`src/rtl/eop_detector_if.sv`:
```
// eop_detector_if: USB line pair and EOP detector status bundle.
// Optional eop_raw signal exists only when EOP_RAW_OUT_EN is defined.
interface eop_detector_if #(
    parameter int CNT_W = 4
);
    logic             d_plus;
    logic             d_minus;
    logic             eop;
    logic             eop_done;
    logic             eop_err;
    logic             se1_err;
    logic [CNT_W-1:0] se0_count;
`ifdef EOP_RAW_OUT_EN
    logic             eop_raw;
`endif

    modport master (
`ifdef EOP_RAW_OUT_EN
        input  eop_raw,
`endif
        output d_plus,
        output d_minus,
        input  eop,
        input  eop_done,
        input  eop_err,
        input  se1_err,
        input  se0_count
    );

    modport slave (
`ifdef EOP_RAW_OUT_EN
        output eop_raw,
`endif
        input  d_plus,
        input  d_minus,
        output eop,
        output eop_done,
        output eop_err,
        output se1_err,
        output se0_count
    );
endinterface

```
`src/rtl/eop_detector.sv`:
```
// eop_detector: USB EOP detector (SE0 run then J) with SE0/K and SE1 errors.
// Define EOP_RAW_OUT_EN to add the unsynchronized combinational eop_raw output.
module eop_detector #(
    parameter int SYNC_STAGES    = 2,
    parameter int MIN_SE0_CYCLES = 2,
    parameter int CNT_W          = 4
) (
    input logic           clk,
    input logic           rst,
    eop_detector_if.slave bus
);
    typedef enum logic {IDLE, IN_SE0} state_t;

    localparam logic [CNT_W-1:0] MIN_C   = CNT_W'(MIN_SE0_CYCLES);
    localparam logic [CNT_W-1:0] CNT_MAX = '1;
    localparam logic [CNT_W-1:0] CNT_ONE = CNT_W'(1);

    logic [SYNC_STAGES-1:0] dp_sync;
    logic [SYNC_STAGES-1:0] dm_sync;
    logic                   dp_s;
    logic                   dm_s;
    logic                   se0;
    logic                   j;
    logic                   k;

    state_t           state;
    state_t           state_n;
    logic [CNT_W-1:0] cnt;
    logic [CNT_W-1:0] cnt_n;
    logic             eop_q;
    logic             done_q;
    logic             done_n;
    logic             err_q;
    logic             err_n;
    logic             se1_q;
    logic             se1_n;

    // Input synchronizers; reset to idle J so no false SE0 after reset.
    always_ff @(posedge clk or posedge rst) begin
        if (rst) begin
            dp_sync <= '1;
            dm_sync <= '0;
        end else begin
            dp_sync <= {dp_sync[SYNC_STAGES-2:0], bus.d_plus};
            dm_sync <= {dm_sync[SYNC_STAGES-2:0], bus.d_minus};
        end
    end

    assign dp_s = dp_sync[SYNC_STAGES-1];
    assign dm_s = dm_sync[SYNC_STAGES-1];
    assign se0  = ~dp_s & ~dm_s;
    assign j    =  dp_s & ~dm_s;
    assign k    = ~dp_s &  dm_s;

    // Next-state, SE0 run counter and pulse decisions.
    always_comb begin
        state_n = state;
        cnt_n   = cnt;
        done_n  = 1'b0;
        err_n   = 1'b0;
        se1_n   = 1'b0;
        unique case (state)
            IDLE: begin
                if (se0) begin
                    state_n = IN_SE0;
                    cnt_n   = CNT_ONE;
                end else begin
                    cnt_n = '0;
                    se1_n = dp_s & dm_s;
                end
            end
            IN_SE0: begin
                state_n = IDLE;
                cnt_n   = '0;
                unique case (1'b1)
                    se0: begin
                        state_n = IN_SE0;
                        cnt_n   = (cnt == CNT_MAX) ? cnt : cnt + CNT_ONE;
                    end
                    j: begin
                        done_n = (cnt >= MIN_C);
                        err_n  = (cnt <  MIN_C);
                    end
                    k: begin
                        err_n = 1'b1;
                    end
                    default: begin
                        se1_n = 1'b1;
                        err_n = 1'b1;
                    end
                endcase
            end
            default: begin
                state_n = IDLE;
                cnt_n   = '0;
            end
        endcase
    end

    // State, counter and registered outputs.
    always_ff @(posedge clk or posedge rst) begin
        if (rst) begin
            state  <= IDLE;
            cnt    <= '0;
            eop_q  <= 1'b0;
            done_q <= 1'b0;
            err_q  <= 1'b0;
            se1_q  <= 1'b0;
        end else begin
            state  <= state_n;
            cnt    <= cnt_n;
            eop_q  <= se0;
            done_q <= done_n;
            err_q  <= err_n;
            se1_q  <= se1_n;
        end
    end

    assign bus.eop       = eop_q;
    assign bus.eop_done  = done_q;
    assign bus.eop_err   = err_q;
    assign bus.se1_err   = se1_q;
    assign bus.se0_count = cnt;

`ifdef EOP_RAW_OUT_EN
    assign bus.eop_raw = ~bus.d_plus & ~bus.d_minus;
`endif
endmodule

```
`src/flat_wrapper.sv`:
```
// flat-port wrapper written by rule: the top's interface ports become plain ports
module eop_detector_flat 
#(
    parameter int SYNC_STAGES    = 2,
    parameter int MIN_SE0_CYCLES = 2,
    parameter int CNT_W          = 4
)
  (clk, rst, bus_d_plus, bus_d_minus, bus_eop, bus_eop_done, bus_eop_err, bus_se1_err, bus_se0_count);
  eop_detector_if #(.CNT_W(CNT_W)) bus_i ();
  input logic clk;
  input logic rst;
  input wire logic [$bits(bus_i.d_plus)-1:0] bus_d_plus;
  input wire logic [$bits(bus_i.d_minus)-1:0] bus_d_minus;
  output wire logic [$bits(bus_i.eop)-1:0] bus_eop;
  output wire logic [$bits(bus_i.eop_done)-1:0] bus_eop_done;
  output wire logic [$bits(bus_i.eop_err)-1:0] bus_eop_err;
  output wire logic [$bits(bus_i.se1_err)-1:0] bus_se1_err;
  output wire logic [$bits(bus_i.se0_count)-1:0] bus_se0_count;
  assign bus_i.d_plus = bus_d_plus;
  assign bus_i.d_minus = bus_d_minus;
  assign bus_eop = bus_i.eop;
  assign bus_eop_done = bus_i.eop_done;
  assign bus_eop_err = bus_i.eop_err;
  assign bus_se1_err = bus_i.se1_err;
  assign bus_se0_count = bus_i.se0_count;
  eop_detector #(.SYNC_STAGES(SYNC_STAGES), .MIN_SE0_CYCLES(MIN_SE0_CYCLES), .CNT_W(CNT_W)) u_core (.clk(clk), .rst(rst), .bus(bus_i));
endmodule
```
`config.mk`:
```
export PLATFORM = sky130hd
export DESIGN_NAME = eop_detector_flat
export DESIGN_NICKNAME = d
export VERILOG_FILES = /design/src/rtl/eop_detector_if.sv /design/src/rtl/eop_detector.sv /design/src/flat_wrapper.sv
export SDC_FILE = /design/constraint.sdc
export NUM_CORES = 1
export LEC_CHECK = 0
export BUFFER_PORTS_ARGS = -buffer_cell sky130_fd_sc_hd__buf_4
export CAP_MARGIN = 15
export CORE_AREA = 2 2 39 41
export CTS_BUF_LIST = sky130_fd_sc_hd__clkbuf_4 sky130_fd_sc_hd__clkbuf_8
export CTS_CLUSTER_DIAMETER = 50
export CTS_CLUSTER_SIZE = 24
export DETAILED_ROUTE_END_ITERATION = 10
export DIE_AREA = 0 0 41 43
export PLACE_DENSITY = 0.64
export SETUP_SLACK_MARGIN = 0.2
export SLEW_MARGIN = 20
export SYNTH_ARGS = -nofsm -noshare
export SYNTH_HDL_FRONTEND = slang
export SYNTH_SLANG_ARGS = --single-unit
```
`constraint.sdc`:
```
create_clock -name clk -period 1.04 [get_ports clk]
set_input_delay 0 -clock clk [delete_from_list [all_inputs] [get_ports clk]]
set_output_delay 0 -clock clk [all_outputs]
set_load 0.02 [all_outputs]
```
==> qor.yml <==
status: "finished, violations left"
failed_checks: "setup timing"
r2r_cells: 4
wl_per_cell_um: 11.22
htreeDepth: 1
initialDrtViolationCount: 2
post-dp-hpwl_um: 606.4
synth_top_family_by_area: "simple AND/OR/NAND/NOR gates"
leakage_nw: 0.3368
synth_warnings: 0
yosysUniqueCellTypes: 18
syn_avg_cell_area_um2: 12.05
ant_nets: 0
cp-start-kind: "flip-flop"
worstMarginPinSlew_ns: 0.4339
power_density_nw_per_um2: 1302
fp.dieW_um: 41
grt_pass1_wl_um: 1400
p_sw_mw: 0.2112
diodes: 0
top_usage_layer: "met2"
synth_xor_area_frac: 0.01913
hold_viol: 0
required_ns: 1.20
yosys.area_share.simple: 0.1913
grt_usage: 0.1209
numCtsBuffers: 3
hold_class: "in2async"
period_share: 1.008
synth_top_area_share: 0.5464
cts_tree: "built"
relSlewSlack: 0.7104
fin_tns_setup_ns: -0.01004
use_met1: 0.1371
clock-sinks: 12
switching_share: 0.2201
fin_ws_ns: -0.007927
coreArea_um2: 1384
critical_path_arrival_ns: 1.21
setup_viol: 2
drive_gt1_frac: 0.5397
syn-cell-area_um2: 457.9
initial_utilization: 0.3309
insertion_delay_ns: 0.27
grt_overflow: 0
multi_input_area_um2: 188.9
grt_max_degree: 13
max-clock-path-buffers: 2
met3_usage: 0.04712
crit_path_end_kind: "flip-flop"
rrSetupSlack_ns: -0.008
finalMaxSlewViolations: 0
drcViolationCount: 0
num_io_pins: 12
yosysTopAreaCell: "dfrtp_1"
seq_power_share: 0.520
crit_type: "reg2reg"
final_core_util: 0.5326
fmax_mhz: 954.3
internal_power_mw: 0.7483
final_common_cell: "buf_4"
dpl_cell_area_um2: 614.3
fin_worst_skew_ns: 0.001312
layout.area.seq_um2: 307.8
synth_nets: 44
rr_startpoint: "u_core.bus.se0_count[0]"
final_cell_area_um2: 737.0
syn_inst: 38
mostFrequentLayoutCells: "buf_4, dfrtp_1, nor3_1, dfrtp_2"
port_buffers: 11
synth_adder_area_share: 0.05464
crit_fanout: 4
p_clk_frac: 0.388
synthMuxAreaShare: 0
wirelength_um: 886
cts_root_buffer: "clkbuf_4"
ys_ff_latch: 12
area_growth_pct: 60.93
period_needed_ns: 1.048
rsz0062_at_grt: "true"
dieHeight_um: 43
firstDrtPassIters: 3
yosys-top-cells-area: "dfrtp_1, dfstp_2, ha_1"
grt_pass1_vias: 344
num_rows: 14
vdd_drop_max_uv: 683.6
p_comb_frac: 0.092
vias_per_cell: 4.582
grtUsageMet2: 0.1875
path_clk_slew_ns: 0.08
num_vias: 362
fillCellCount: 121
synth-seq-area-share: 0.6612
maxCapViolations: 0
layout.nets: 70
r2r_end: "u_core.bus.se0_count[0]"
die_area_um2: 1763
synth-compound-area-share: 0.05738
place.gp.congestion: 0.6496
antenna_found_initial: 0
[worst max path at each step]
stage,from,end,slack (ns),cells after the start
floorplan,u_core.bus.se0_count[1],u_core.bus.se0_count[0],-0.06,4
global placement,u_core.bus.se0_count[1],u_core.bus.se0_count[0],-0.04,4
detailed placement,u_core.bus.se0_count[1],u_core.bus.se0_count[0],-0.05,4
CTS,u_core.bus.se0_count[0],u_core.bus.se0_count[0],-0.01,4
global route,u_core.bus.se0_count[1],u_core.bus.se0_count[0],-0.08,4
finish,u_core.bus.se0_count[0],u_core.bus.se0_count[0],-0.008,4
[cells in the mapped netlist (all sizes together)]
cell type  number
nor3            4
ha              2
dfstp           2
dfrtp          10
a21oi           1
xnor2           1
and2            1
nor2b           1
nor4            1
nand3           2
a31oi           1
inv             2
nor2            4
nand2           3
a21boi          1
a211oi          1
nor3b           1
[critical path: stages (launching register included)]
cell,delay [ns]
dfrtp_2,0.42
ha_4,0.18
nand3_4,0.10
xnor2_2,0.16
a21boi_1,0.07
[through the flow]
stage	std cells	power, mW	setup slack, ns	hold slack [ns]
after floorplan	38	0.5370	-0.05941	-0.1369
after global placement	70	0.5771	-0.04465	0.03481
after detailed placement	70	0.5785	-0.05234	0.03398
after CTS	78	0.9700	-0.01224	0.2870
after global routing	79	1.012	-0.08420	0.3435
final	79	0.9595	-0.007927	0.2768
[power by group through the flow]
| stage | clock network [mW] | logic (mW) | registers (mW) |
|---|---|---|---|
| finish | 0.372 | 0.0882 | 0.499 |
| global route | 0.413 | 0.0982 | 0.501 |
| CTS | 0.387 | 0.0852 | 0.498 |
| detailed placement | 0 | 0.0717 | 0.507 |
| global placement | 0 | 0.0711 | 0.506 |
| floorplan | 0 | 0.0194 | 0.518 |
[what timing repair did]
item	4_1_cts	5_1_grt
pin swaps	4	0
setup buffers	1	1
hold buffers	3	0
endpoints found under the setup margin	11	13
gates resized for setup	7	3
hold endpoints to repair	12	0
[layout make-up]
cell class | count | area share
clock buffer | 4 | 0.04924
inverter | 2 | 0.01019
multi-input combinational | 24 | 0.2564
sequential | 12 | 0.4177
tap | 16 | 0.02716
timing repair buffer | 21 | 0.2394
[kinds of logic after synthesis]
kind of cell,after synthesis
compound gates,4
xor+xnor,1
fa+ha+maj,2
buf+inv,2
flops,12
simple gates,17
[metal layers]
| metal | up-vias | share of wire |
|---|---|---|
| met4 | 0 | 0 |
| li1 | 180 | - |
| met3 | 0 | 0.054 |
| met1 | 172 | 0.44 |
| met2 | 10 | 0.51 |
| met5 | - | 0 |
[registers in the layout, summed over array words and instances (netlist names)]
register              flops
u_core.bus.se1_err        1
u_core.dm_sync            2
u_core.dp_sync            2
u_core.bus.se0_count      4
u_core.bus.eop            1
u_core.bus.eop_err        1
u_core.bus.eop_done       1
Power figures use the tool's default switching activity.
